File: config.mk
export PLATFORM = sky130hd
export DESIGN_NAME = ll_link_bringup_flat
export DESIGN_NICKNAME = d
export VERILOG_FILES = /design/src/rtl/ll_bringup_pkg.sv /design/src/rtl/ll_link_bringup_if.sv /design/src/rtl/ll_run_counter.sv /design/src/rtl/ll_link_bringup.sv /design/src/flat_wrapper.sv
export SDC_FILE = /design/constraint.sdc
export NUM_CORES = 1
export LEC_CHECK = 0
export CAP_MARGIN = 10
export CORE_ASPECT_RATIO = 1.5
export CORE_MARGIN = 1.5
export CORE_UTILIZATION = 50
export DETAILED_ROUTE_END_ITERATION = 10
export GPL_ROUTABILITY_DRIVEN = 0
export PLACE_DENSITY = 0.68
export SLEW_MARGIN = 20
export SYNTH_ARGS = -nofsm -noshare
export SYNTH_HDL_FRONTEND = slang
export SYNTH_SLANG_ARGS = --single-unit
File: constraint.sdc
create_clock -name clk_wr -period 2.7 [get_ports clk_wr]
set_input_delay 0.405 -clock clk_wr [delete_from_list [all_inputs] [get_ports clk_wr]]
set_output_delay 0.405 -clock clk_wr [all_outputs]
set_load 0.01 [all_outputs]
File: src/rtl/ll_bringup_pkg.sv
// Shared types and defaults for the link bring-up sequencer.
package ll_bringup_pkg;

   typedef enum logic [2:0] {
      BsIdle    = 3'd0,
      BsPhyWait = 3'd1,
      BsAlign   = 3'd2,
      BsOnline  = 3'd3,
      BsRetrain = 3'd4
   } bringup_state_t;

   localparam int unsigned StateW           = 3;
   localparam int unsigned RetrainCntW      = 8;
   localparam int unsigned DefStableCycles  = 16;
   localparam int unsigned DefAlignGood     = 8;
   localparam int unsigned DefAlignTimeout  = 1024;
   localparam int unsigned DefMrkLossMax    = 4;
   localparam int unsigned DefRetrainGap    = 32;

   // One shared width sized for the largest target so no counter can wrap.
   function automatic int unsigned cnt_width(input int unsigned a, input int unsigned b,
                                             input int unsigned c, input int unsigned d,
                                             input int unsigned e);
      int unsigned m;
      m = a;
      if (b > m) m = b;
      if (c > m) m = c;
      if (d > m) m = d;
      if (e > m) m = e;
      return $clog2(m) + 1;
   endfunction

endpackage

File: src/rtl/ll_link_bringup_if.sv
// Control/status bundle between software/PHY side and the bring-up sequencer.
interface ll_link_bringup_if;
   import ll_bringup_pkg::*;

   logic                   link_enable;
   logic                   phy_ready;
   logic                   rx_mrk_ok;
   logic                   rx_mrk_err;
   logic                   err_clr;
   logic                   tx_online;
   logic                   rx_online;
   logic [StateW-1:0]      link_state;
   logic                   timeout_err;
   logic [RetrainCntW-1:0] retrain_count;

   modport master (
      output link_enable, phy_ready, rx_mrk_ok, rx_mrk_err, err_clr,
      input  tx_online, rx_online, link_state, timeout_err, retrain_count
   );

   modport slave (
      input  link_enable, phy_ready, rx_mrk_ok, rx_mrk_err, err_clr,
      output tx_online, rx_online, link_state, timeout_err, retrain_count
   );

endinterface

File: src/rtl/ll_run_counter.sv
// Consecutive-event counter: clr wins, inc counts, otherwise hold or reset to zero.
module ll_run_counter #(
   parameter int unsigned Target = 8,
   parameter int unsigned Width  = 4
) (
   input  logic             clk_wr,
   input  logic             rst_wr,
   input  logic             inc,
   input  logic             clr,
   input  logic             hold,
   output logic [Width-1:0] count,
   output logic             hit
);

   localparam logic [Width-1:0] Last   = Width'(Target - 1);
   localparam logic [Width-1:0] CntMax = '1;

   logic [Width-1:0] count_q, count_d;

   always_comb begin
      count_d = count_q;
      if (clr) begin
         count_d = '0;
      end else if (inc) begin
         if (count_q != CntMax) count_d = count_q + 1'b1;
      end else if (!hold) begin
         count_d = '0;
      end
   end

   always_ff @(posedge clk_wr) begin
      if (rst_wr) count_q <= '0;
      else        count_q <= count_d;
   end

   assign count = count_q;
   assign hit   = inc && (count_q == Last);

endmodule

File: src/rtl/ll_link_bringup.sv
// Link bring-up sequencer: qualifies PHY, aligns on markers, raises tx/rx online, retrains.
module ll_link_bringup
   import ll_bringup_pkg::*;
#(
   parameter int unsigned StableCycles = DefStableCycles,
   parameter int unsigned AlignGood    = DefAlignGood,
   parameter int unsigned AlignTimeout = DefAlignTimeout,
   parameter int unsigned MrkLossMax   = DefMrkLossMax,
   parameter int unsigned RetrainGap   = DefRetrainGap
) (
   input logic               clk_wr,
   input logic               rst_wr,
   ll_link_bringup_if.slave  bus
);

   localparam int unsigned CntW =
      cnt_width(StableCycles, AlignGood, AlignTimeout, MrkLossMax, RetrainGap);

   localparam logic [2:0] StIdle    = BsIdle;
   localparam logic [2:0] StPhyWait = BsPhyWait;
   localparam logic [2:0] StAlign   = BsAlign;
   localparam logic [2:0] StOnline  = BsOnline;
   localparam logic [2:0] StRetrain = BsRetrain;

   logic [2:0]             state_q, state_d;
   logic [CntW-1:0]        tmo_q, tmo_d, gap_q, gap_d;
   logic [RetrainCntW-1:0] retrain_q, retrain_d;
   logic                   terr_q, terr_d;
   logic                   in_pw, in_al, in_on, in_rt, state_chg, tmo_fire;
   logic                   mrk_ok, mrk_err, tmo_hit, gap_hit;
   logic                   stab_hit, good_hit, loss_hit;
   logic [CntW-1:0]        stab_count, good_count, loss_count;

   assign in_pw     = (state_q == StPhyWait);
   assign in_al     = (state_q == StAlign);
   assign in_on     = (state_q == StOnline);
   assign in_rt     = (state_q == StRetrain);
   assign state_chg = (state_d != state_q);
   // A simultaneous ok+err is an error.
   assign mrk_err   = bus.rx_mrk_err;
   assign mrk_ok    = bus.rx_mrk_ok & ~bus.rx_mrk_err;
   assign tmo_hit   = (tmo_q == CntW'(AlignTimeout - 1));
   assign gap_hit   = (gap_q == CntW'(RetrainGap - 1));

   ll_run_counter #(.Target(StableCycles), .Width(CntW)) u_stab (
      .clk_wr (clk_wr),
      .rst_wr (rst_wr),
      .inc    (in_pw & bus.phy_ready),
      .clr    (~in_pw | state_chg),
      .hold   (1'b0),
      .count  (stab_count),
      .hit    (stab_hit)
   );

   ll_run_counter #(.Target(AlignGood), .Width(CntW)) u_good (
      .clk_wr (clk_wr),
      .rst_wr (rst_wr),
      .inc    (in_al & mrk_ok),
      .clr    (~in_al | state_chg | mrk_err),
      .hold   (1'b1),
      .count  (good_count),
      .hit    (good_hit)
   );

   ll_run_counter #(.Target(MrkLossMax), .Width(CntW)) u_loss (
      .clk_wr (clk_wr),
      .rst_wr (rst_wr),
      .inc    (in_on & mrk_err),
      .clr    (~in_on | state_chg | mrk_ok),
      .hold   (1'b1),
      .count  (loss_count),
      .hit    (loss_hit)
   );

   always_comb begin
      state_d  = state_q;
      tmo_fire = 1'b0;
      if (!bus.link_enable) begin
         state_d = StIdle;
      end else if ((in_al || in_on) && !bus.phy_ready) begin
         state_d = StRetrain;
      end else begin
         unique case (state_q)
            StIdle:    state_d = StPhyWait;
            StPhyWait: if (stab_hit) state_d = StAlign;
            StAlign: begin
               if (good_hit) begin
                  state_d = StOnline;
               end else if (tmo_hit) begin
                  state_d  = StRetrain;
                  tmo_fire = 1'b1;
               end
            end
            StOnline:  if (loss_hit) state_d = StRetrain;
            StRetrain: if (gap_hit) state_d = StPhyWait;
            default:   state_d = StIdle;
         endcase
      end
   end

   always_comb begin
      tmo_d     = (in_al && !state_chg) ? tmo_q + 1'b1 : '0;
      gap_d     = (in_rt && !state_chg) ? gap_q + 1'b1 : '0;
      retrain_d = retrain_q;
      if (state_chg && (state_d == StRetrain) && (retrain_q != '1)) retrain_d = retrain_q + 1'b1;
      terr_d    = tmo_fire ? 1'b1 : (bus.err_clr ? 1'b0 : terr_q);
   end

   always_ff @(posedge clk_wr) begin
      if (rst_wr) begin
         state_q   <= StIdle;
         tmo_q     <= '0;
         gap_q     <= '0;
         retrain_q <= '0;
         terr_q    <= 1'b0;
      end else begin
         state_q   <= state_d;
         tmo_q     <= tmo_d;
         gap_q     <= gap_d;
         retrain_q <= retrain_d;
         terr_q    <= terr_d;
      end
   end

   // Run counters always leave their state before reaching their target.
   always_ff @(posedge clk_wr) begin
      if (!rst_wr) begin
         assert (stab_count < CntW'(StableCycles) && good_count < CntW'(AlignGood) &&
                 loss_count < CntW'(MrkLossMax));
      end
   end

   assign bus.tx_online     = in_al | in_on;
   assign bus.rx_online     = in_on;
   assign bus.link_state    = state_q;
   assign bus.timeout_err   = terr_q;
   assign bus.retrain_count = retrain_q;

endmodule

File: src/flat_wrapper.sv
// flat-port wrapper written by rule: the top's interface ports become plain ports
module ll_link_bringup_flat import ll_bringup_pkg::*;
#(
   parameter int unsigned StableCycles = DefStableCycles,
   parameter int unsigned AlignGood    = DefAlignGood,
   parameter int unsigned AlignTimeout = DefAlignTimeout,
   parameter int unsigned MrkLossMax   = DefMrkLossMax,
   parameter int unsigned RetrainGap   = DefRetrainGap
)
  (clk_wr, rst_wr, bus_link_enable, bus_phy_ready, bus_rx_mrk_ok, bus_rx_mrk_err, bus_err_clr, bus_tx_online, bus_rx_online, bus_link_state, bus_timeout_err, bus_retrain_count);
  ll_link_bringup_if bus_i ();
  input logic clk_wr;
  input logic rst_wr;
  input wire logic [$bits(bus_i.link_enable)-1:0] bus_link_enable;
  input wire logic [$bits(bus_i.phy_ready)-1:0] bus_phy_ready;
  input wire logic [$bits(bus_i.rx_mrk_ok)-1:0] bus_rx_mrk_ok;
  input wire logic [$bits(bus_i.rx_mrk_err)-1:0] bus_rx_mrk_err;
  input wire logic [$bits(bus_i.err_clr)-1:0] bus_err_clr;
  output wire logic [$bits(bus_i.tx_online)-1:0] bus_tx_online;
  output wire logic [$bits(bus_i.rx_online)-1:0] bus_rx_online;
  output wire logic [$bits(bus_i.link_state)-1:0] bus_link_state;
  output wire logic [$bits(bus_i.timeout_err)-1:0] bus_timeout_err;
  output wire logic [$bits(bus_i.retrain_count)-1:0] bus_retrain_count;
  assign bus_i.link_enable = bus_link_enable;
  assign bus_i.phy_ready = bus_phy_ready;
  assign bus_i.rx_mrk_ok = bus_rx_mrk_ok;
  assign bus_i.rx_mrk_err = bus_rx_mrk_err;
  assign bus_i.err_clr = bus_err_clr;
  assign bus_tx_online = bus_i.tx_online;
  assign bus_rx_online = bus_i.rx_online;
  assign bus_link_state = bus_i.link_state;
  assign bus_timeout_err = bus_i.timeout_err;
  assign bus_retrain_count = bus_i.retrain_count;
  ll_link_bringup #(.StableCycles(StableCycles), .AlignGood(AlignGood), .AlignTimeout(AlignTimeout), .MrkLossMax(MrkLossMax), .RetrainGap(RetrainGap)) u_core (.clk_wr(clk_wr), .rst_wr(rst_wr), .bus(bus_i));
endmodule
=== Word-level counts from Yosys, hierarchy flattened ===
Cells that the tools add are included.

* Word-level logic and storage cells: 81
* Input port bits: 7
* Output and inout bits: 14
* Latch bits: 0
* RAM bits: 0
* Register bits: 67
* Memories kept: 0
* Bits in read-only memories: 0

* Add/subtract/negate cells: 6
* Bitwise logic cells: 17
* Div/mod/pow operators: 0
* Shift-type cells: 0
* Multiply operators: 0
* Mux-type cells: 15
* Reductions and logical operators: 20
* Magnitude comparators: 0
* Eq/ne operators: 15

{| class="wikitable"
|+ Operators by type and width
! operator !! count
|-
| 11-bit by 1-bit adder with 11-bit output (second input constant) || 5
|-
| 11-bit != test (second input constant) || 3
|-
| 3-bit 2-to-1 mux || 7
|-
| 3-bit case mux with 5 select lines || 1
|-
| 11-bit by 10-bit == test with 1-bit output (second input constant) || 1
|-
| 11-bit by 2-bit == test with 1-bit output (second input constant) || 1
|-
| 11-bit by 3-bit == test with 1-bit output (second input constant) || 1
|-
| 11-bit by 4-bit == test with 1-bit output (second input constant) || 1
|-
| 11-bit by 5-bit == test with 1-bit output (second input constant) || 1
|-
| 8-bit by 1-bit adder with 8-bit output (second input constant) || 1
|-
| 1-bit logical AND || 8
|-
| 8-bit != test (second input constant) || 1
|-
| 2-bit OR reduction || 4
|-
| 1-bit 2-to-1 mux || 7
|-
| 1-bit NOT || 7
|-
| 3-bit by 2-bit == test with 1-bit output (second input constant) || 2
|-
| 3-bit == test (second input constant) || 2
|-
| 1-bit bitwise OR || 6
|-
| 1-bit bitwise AND || 4
|-
| 2-bit AND reduction || 2
|-
| 3-bit by 1-bit == test with 1-bit output (second input constant) || 1
|-
| 3-bit zero test || 1
|-
| 3-bit != test || 1
|-
| 3-bit OR reduction || 1
|-
| 3 further kinds || 4
|}

=== Longest topological paths before layout ===
Gate-level depths: netlist of run 1.

* Word-level depth: 13
* Gate-level depth with buffers: 8
* Mapped depth without buffers: 6

=== Modules after synthesis ===
Synthesis of run 1 repeated with hierarchy kept, for this count alone.

* Cell total of the unflattened synthesis: 435
* Area total of the unflattened synthesis: 3,723.6 µm²

{| class="wikitable"
|+ Modules (own cells, without submodules)
! module !! seq. area each (µm²) !! area an instance (µm²) !! cells an instance !! instances
|-
| ll_link_bringup || 680.7 || 1,835.5 || 210 || 1
|-
| ll_run_counter (u_core.u_loss) || 220.2 || 645.6 || 77 || 1
|-
| ll_run_counter (u_core.u_stab) || 220.2 || 623.1 || 77 || 1
|-
| ll_run_counter (u_core.u_good) || 220.2 || 619.3 || 71 || 1
|}

=== Worst setup path after synthesis of run 1 ===
OpenSTA, ideal clock, no wires.

* Kind: register -> register
* Start point: register u_core.tmo_q[0]
* End point: register u_core.retrain_q[0], in the netlist u_core.bus.retrain_count[0]
* Buffers on the path: 0
* Data required time: 2,579 ps
* Period minus slack after synthesis: 2,223 ps
* Arrival: 2,102 ps
* Stages on the path, launching flop included: 7
* Setup slack: 477 ps
* Setup time: 121 ps
* Path through: dfxtp_1 -> ha_1 -> nand3_2 -> or4_4 -> o311a_4 -> and2b_2 -> mux2_2

* Longest elaborated chain between the ends: 9
* Elaborated cells on any way between the ends: 10
* Those cells by class: eq/ne: 3; mux: 5; reduce/logical: 2

{| class="wikitable"
|+ RTL lines
! item !! RTL line !! text
|-
| start: declaration || ll_link_bringup.sv:26 || <nowiki>logic [CntW-1:0] tmo_q, tmo_d, gap_q, gap_d;</nowiki>
|-
| start signal: assignment || ll_link_bringup.sv:118 || <nowiki>tmo_q <= tmo_d;</nowiki>
|-
| 11-bit by 10-bit == test with 1-bit output * || ll_link_bringup.sv:42 || <nowiki>assign tmo_hit = (tmo_q == CntW'(AlignTimeout - 1));</nowiki>
|-
| 3-bit 2-to-1 mux * || ll_link_bringup.sv:89 || <nowiki>end else if (tmo_hit) begin</nowiki>
|-
| 3-bit 2-to-1 mux * || ll_link_bringup.sv:87 || <nowiki>if (good_hit) begin</nowiki>
|-
| 3-bit case mux with 5 select lines * || ll_link_bringup.sv:83 || <nowiki>unique case (state_q)</nowiki>
|-
| 3-bit 2-to-1 mux * || ll_link_bringup.sv:80 || <nowiki>end else if ((in_al || in_on) && !bus.phy_ready) begin</nowiki>
|-
| 3-bit 2-to-1 mux * || ll_link_bringup.sv:78 || <nowiki>if (!bus.link_enable) begin</nowiki>
|-
| 3-bit != test / 3-bit == test (equally long branches) || ll_link_bringup.sv:38, ll_link_bringup.sv:105 ||
|-
| 1-bit logical AND * (2 in a row) || ll_link_bringup.sv:105 || <nowiki>if (state_chg && (state_d == StRetrain) && (retrain_q != '1)) retrain_d = retrain_q + 1'b1;</nowiki>
|-
| end signal: assignment || ll_link_bringup.sv:120 || <nowiki>retrain_q <= retrain_d;</nowiki>
|-
| end: declaration || ll_link_bringup.sv:27 || <nowiki>logic [RetrainCntW-1:0] retrain_q, retrain_d;</nowiki>
|}

Mark *: on every way between the ends. The rest lies on a longest branch, timed or not.
A chain may end at the register's enable or synchronous reset.

=== Worst setup path in the final report of run 1 ===
* Start point: register u_core.tmo_q[1]
* End point: register u_core.retrain_q[0], in the netlist u_core.bus.retrain_count[0]

Same word-level chain as after synthesis.

==> results of run 1 <==
## power by group
| group | total, mW | switching, mW | internal [mW] |
|---|---|---|---|
| clock | 0.677 | 0.347 | 0.330 |
| combinational | 0.0544 | 0.0330 | 0.0213 |
| sequential | 0.992 | 0.00241 | 0.989 |
## registers in the layout, indices dropped and copies added, names as in the netlist
name,cells
u_core.u_good.count,11
u_core.bus.link_state,3
u_core.gap_q,11
u_core.tmo_q,11
u_core.u_stab.count,11
u_core.bus.timeout_err,1
u_core.bus.retrain_count,8
u_core.u_loss.count,11
## per-layer routing
layer | track usage, % | vias up | routed length (um) | share of wire [%]
li1 | - | 1490 | - | -
met1 | 24.73 | 1359 | 3167 | 44
met2 | 33.31 | 50 | 3557 | 50
met3 | 5.111 | 13 | 274 | 3.8
met4 | 9.434 | 0 | 155 | 2.2
met5 | 0 | - | 0 | 0
## final cells by class
cell class / instances / share of cell area [%]
clock inverter: 3 / 0.3867
multi-input combinational: 301 / 51.08
inverter: 7 / 0.6768
sequential: 67 / 34.55
timing repair buffer: 31 / 7.283
clock buffer: 13 / 3.577
tap: 76 / 2.449
## worst max path at each step
stage,depth (start not counted),slack (ns),end,startpoint
floorplan,6,0.48,u_core.bus.retrain_count[0],u_core.tmo_q[0]
global placement,6,0.20,u_core.u_loss.count[1],bus_rx_mrk_err
detailed placement,6,0.15,u_core.u_loss.count[1],bus_rx_mrk_err
CTS,6,0.28,u_core.bus.retrain_count[0],u_core.tmo_q[1]
global route,6,0.13,u_core.u_good.count[1],u_core.u_stab.count[0]
finish,6,0.28,u_core.bus.retrain_count[0],u_core.tmo_q[1]
## cells by family after synthesis
logic type / after synthesis / synth area share [%]
fa+ha+maj: 6 / 2.175
buf+inv: 23 / 3.771
compound gates: 42 / 8.666
flops: 67 / 38.87
simple gates: 211 / 35.71
mux: 3 / 0.9065
xor+xnor: 39 / 9.899
## cell usage in the layout (no fill, tap or decap), types with 12 or more instances in the layout
cell type	n
sky130_fd_sc_hd__dfxtp_1	67
sky130_fd_sc_hd__nor2_1	42
sky130_fd_sc_hd__nor3_1	28
sky130_fd_sc_hd__nand2_1	27
sky130_fd_sc_hd__nand3_1	21
sky130_fd_sc_hd__nand4_1	21
sky130_fd_sc_hd__xor2_1	21
sky130_fd_sc_hd__clkdlybuf4s50_1	20
sky130_fd_sc_hd__xnor2_1	18
sky130_fd_sc_hd__a21oi_1	12
==> impl_metrics.tcl, run 1 <==
set metrics [dict create \
    post-route-period-util_pct 89.57 \
    core_region_area_um2 6576 \
    finalSetupTns_ns 0 \
    first_global_vias 2730 \
    post-dp-hpwl_um 5127 \
    synth_most_common_cell "sky130_fd_sc_hd__dfxtp_1" \
    number_of_search_and_repair_iterations_in_the_first_detailed_routing_pass 5 \
    synth-edff-count 0 \
    cpPeakStageDelay_ns 0.54 \
    critPathMaxFanout 14 \
    post-cts-setup-buffer-count 0 \
    syn-mean-instance-area_um2 8.826 \
    cell_area_after_synthesis_um2 3451 \
    timing.critical_path.arrival_ns 2.65 \
    drive_above_1_share_pct 12.09 \
    synthFlopType "sky130_fd_sc_hd__dfxtp_1" \
    numPortBuffers 20 \
    finalWirelength_um 7155 \
    slew-limit-headroom_pct 52.73 \
    nNetsFinal 430 \
    critical_path.startpoint_type "flop" \
    non_filler_instance_count_after_layout 498 \
    worst_path_class_setup "reg -> reg" \
    route.detailed.vias_per_inst 5.847 \
    drv_cap 0 \
    worst_path_max_delay_cell "sky130_fd_sc_hd__or4_4" \
    ant_nets 0 \
    clk_root_buf "sky130_fd_sc_hd__clkbuf_8" \
    reg2reg_depth 6 \
    yosysSeqAreaShare_pct 38.87 \
    sum_of_overflow_across_all_layers_after_global_routing 0 \
    hold_path_depth 1 \
    postSynthCellCount 391 \
    rsz_0062_raised_after_global_routing "no" \
    clock_sinks 67 \
    grt_first_pass_wirelength_um 12250 \
    final-max-slew-violation-count 0 \
    cellLeakagePower_nw 1.188 \
    critical_path.cell_chain "ha_1 > nand3_2 > or4_4 > o311a_4 > and2b_2 > mux2_2" \
    final_instance_area_um2 3882 \
    vias 2912 \
    routed_wire_length_per_instance_um 14.37 \
    preCtsSetupSlack_ns 0.1531 \
    postPlaceCellArea_um2 3729 \
    clk-insertion-delay-late_ns 0.34 \
    cts_buffer_depth 2 \
    grt_start_max_net_pins 23 \
    min_to "u_core.gap_q[0]" \
    run_status "completed" \
    power.density_cell_area_nw_per_um2 443.7 \
    cts.hold.buffers_added 0 \
    initial_core_utilization_pct 52.47 \
    remaining_drc_errors 0 \
    ir_drop_v 0.0003653 \
    cpLargestDelayFamily "simple AND/OR/NAND/NOR gates" \
    totalPowerFinal_mw 1.723 \
    worst_slew_pin_slew_ns 0.7001 \
    synthTopCellsByArea "sky130_fd_sc_hd__dfxtp_1 39%, sky130_fd_sc_hd__xor2_1 5.3%, sky130_fd_sc_hd__nor2_1 4.6%" \
    register_clock_pin_slew_on_the_reported_worst_setup_and_hold_paths_ns 0.07 \
    row_count 36 \
    number_of_ports_placed_on_the_die_boundary 21 \
    finalClockSkew_ns 0.006762 \
    hold_path.startpoint "u_core.gap_q[0]" \
    layout_min_cycle_time_ns 2.418 \
    cts-resized-gates 0 \
    tritoncts "yes" \
    area_of_the_multi_input_gates_um2 1983 \
    path_buf_inv 0 \
    critPathRequiredTime_ns 2.93 \
    fillers 587 \
    worstHoldPathType "reg -> reg" \
    die_w_um 70.83 \
    n_antenna_cell 0 \
    setup_ws_ns 0.2816 \
    clock.fmax_mhz 413.5 \
    setup.worst_path.end_class "flop" \
    netlist-cell-type-count 60 \
    timing.rr.start "u_core.tmo_q[1]" \
    setup_violations_final 0 \
    place_inst 482 \
    design.die.area_um2 7419 \
    h-tree-depth 3 \
    ys.warnings.count 0 \
    synth_nets 404 \
    sequential_cell_area_um2 1341 \
    cts_inserted_buffers 9 \
    ff_latch_count_synth 67 \
    fin_worst_hold_slack_ns 0.4569 \
    ff2ff_setup_slack_ns 0.28 \
    drt-initial-drc-count 195 \
    worst_r2r_endpoint "u_core.bus.retrain_count[0]" \
    yosysTopAreaCell "sky130_fd_sc_hd__dfxtp_1" \
    synth_top_cells_by_count "67 x sky130_fd_sc_hd__dfxtp_1, 42 x sky130_fd_sc_hd__nor2_1, 28 x sky130_fd_sc_hd__nor3_1" \
    synth.top_cell.area_share_pct 38.87 \
    finalCoreUtilization_pct 59.04 \
    die-height_um 104.7 \
    grt_antenna_before_repair 0 \
    ys_async_sr_fraction_pct 0 \
    syn_to_final_growth_pct 12.51 \
    grt.total_usage_pct 20.35 \
    hold_viol_final 0 \
]
Power figures use the tool's default switching activity.
==> inputs of run 2 (changes only) <==
--- a/config.mk
+++ b/config.mk
@@ -7,7 +7,6 @@
 export LEC_CHECK = 0
 export CAP_MARGIN = 10
 export CORE_ASPECT_RATIO = 1.5
-export CORE_MARGIN = 1.5
 export CORE_UTILIZATION = 50
 export DETAILED_ROUTE_END_ITERATION = 10
 export GPL_ROUTABILITY_DRIVEN = 0
==> run 2 against run 1 <==
Net effect:
- clock power rose by 23%
- via count barely moved
- non-clock buffer count fell by 2
- clock-buffer cell count did not move
- worst hold slack improved by 0.013 ns
- global-route usage rose by 0.51 points
- register-to-register slack barely moved
- sequential power barely moved
- total power rose by 8.8%
- die area fell by 2.4%
- final area rose by 0.64%
- first-iteration DRC count fell by 44%
- critical endpoint unchanged
==> impl_metrics.tcl, run 2 (synthesis gave the netlist of run 1 again) <==
set metrics [dict create \
    run_status "completed" \
    register_clock_pin_slew_on_the_reported_worst_setup_and_hold_paths_ns 0.07 \
    post-cts-setup-buffer-count 0 \
    grt.total_usage_pct 20.86 \
    finalClockSkew_ns 0.007410 \
    post-route-period-util_pct 89.77 \
    share_clk_of_total_power_pct 44.3 \
    layout_min_cycle_time_ns 2.424 \
    core_region_area_um2 6576 \
    worst_path_max_delay_cell "sky130_fd_sc_hd__or4_4" \
    grt_antenna_before_repair 0 \
    nNetsFinal 428 \
    finalWirelength_um 7096 \
    vias 2910 \
    power.internal_mw 1.481 \
    remaining_drc_errors 0 \
    tritoncts "yes" \
    routed_wire_length_per_instance_um 14.34 \
    finalSetupTns_ns 0 \
    route.detailed.vias_per_inst 5.879 \
    setup.worst_path.end_class "flop" \
    first_global_vias 2723 \
    cellLeakagePower_nw 1.196 \
    power.density_cell_area_nw_per_um2 479.9 \
    sum_of_overflow_across_all_layers_after_global_routing 0 \
    drv_cap 0 \
    grt_first_pass_wirelength_um 12190 \
    setup_ws_ns 0.2762 \
    clk_root_buf "sky130_fd_sc_hd__clkbuf_8" \
    h-tree-depth 3 \
    critPathRequiredTime_ns 2.94 \
    setup_violations_final 0 \
    clk-insertion-delay-late_ns 0.35 \
    number_of_ports_placed_on_the_die_boundary 21 \
    combPwrFrac_pct 2.9 \
    critical_path.startpoint_type "flop" \
    cpPeakStageDelay_ns 0.54 \
    row_count 36 \
    design.die.area_um2 7245 \
    cts_buffer_depth 2 \
    seq_power_share_pct 52.9 \
    layout_common_cells "67 x sky130_fd_sc_hd__dfxtp_1, 42 x sky130_fd_sc_hd__nor2_1, 28 x sky130_fd_sc_hd__nor3_1" \
    clock_sinks 67 \
    leading_cell_type_in_the_layout_fill_and_taps_excluded "sky130_fd_sc_hd__dfxtp_1" \
    final-max-slew-violation-count 0 \
    switching_share_pct 20.99 \
    drt-initial-drc-count 109 \
    ir_drop_v 0.0003748 \
    initial_core_utilization_pct 52.47 \
    clock.fmax_mhz 412.6 \
    cts-resized-gates 0 \
    grt_start_max_net_pins 23 \
    hold_viol_final 0 \
    cts.hold.buffers_added 0 \
    syn_to_final_growth_pct 13.23 \
    drive_above_1_share_pct 11.93 \
    critical_path.cell_chain "ha_1 > nand3_2 > or4_4 > o311a_4 > and2b_2 > mux2_2" \
    slew-limit-headroom_pct 52.73 \
    worstHoldPathType "reg -> reg" \
    die_w_um 69.83 \
    number_of_search_and_repair_iterations_in_the_first_detailed_routing_pass 4 \
    critPathMaxFanout 14 \
    worst_slew_pin_slew_ns 0.7001 \
    cts_inserted_buffers 9 \
    timing.critical_path.arrival_ns 2.67 \
    die-height_um 103.7 \
    ant_nets 0 \
    cpLargestDelayFamily "simple AND/OR/NAND/NOR gates" \
    rsz_0062_raised_after_global_routing "no" \
    total_switching_power_mw 0.3936 \
    worst_path_class_setup "reg -> reg" \
    n_antenna_cell 0 \
    numPortBuffers 20 \
    post-dp-hpwl_um 5002 \
    path_buf_inv 0 \
    preCtsSetupSlack_ns 0.1526 \
]
-- run 2: cell count changes in the layout (fill, tap and decap cells not counted) --
cell	before	now
sky130_fd_sc_hd__clkinv_2	3	1
sky130_fd_sc_hd__clkbuf_1	4	2
sky130_fd_sc_hd__clkbuf_8	9	11
sky130_fd_sc_hd__buf_4	11	9
sky130_fd_sc_hd__bufinv_16	0	1
-- run 2: final timing paths --
check | startpoint | slack, ns | end | depth (start not counted)
worst max-delay path | u_core.tmo_q[0] | 0.28 | u_core.bus.retrain_count[0] | 6
worst min-delay path | u_core.bus.timeout_err | 0.47 | u_core.bus.timeout_err | 2
worst max register to register | u_core.tmo_q[0] | 0.28 | u_core.bus.retrain_count[0] | 6
worst min register to register | u_core.bus.timeout_err | 0.47 | u_core.bus.timeout_err | 2
-- run 2: tightest hold or removal path, delay by kind of cell, from the launching register on --
kind            cells  cell delay, ns
simple gates        1            0.06
flops               1            0.31
compound gates      1            0.05
-- run 2: final cells by class --
class	instances	area, um^2
clock buffers	13	158.9
clock inverters	2	35.03
fillers	600	2669
inverters	7	26.28
multi-input cells	301	1983
flip-flops and latches	67	1341
well taps	76	95.09
repair buffers	29	267.8
-- run 2: power by group through the flow --
stage               logic [mW]  registers (mW)  clock network (mW)
finish                  0.0536           0.992               0.830
global route            0.0593           0.991               0.895
CTS                     0.0540           0.991               0.858
detailed placement      0.0539            1.01                   0
global placement        0.0534            1.01                   0
floorplan               0.0336            1.01                   0
-- run 2: layer usage --
metal	GRT usage [%]	wire, um	share of wire [%]
met4	11.86	150	2.1
met3	4.669	241	3.4
met2	34.55	3487	49
met5	0	0	0
met1	24.43	3217	45
-- run 2: metrics by stage --
step / util, % / std cells / total power, mW / hold WS, ns / instance area, um^2
after floorplan: - / 391 / 1.046 / 0.4302 / 3451
after global placement: 56.47 / 480 / 1.067 / 0.4423 / 3714
after detailed placement: 56.47 / 480 / 1.068 / 0.4620 / 3714
after CTS: 59.42 / 495 / 1.903 / 0.4743 / 3908
after global routing: 59.42 / 495 / 1.945 / 0.5015 / 3908
final: 59.42 / 495 / 1.875 / 0.4701 / 3908
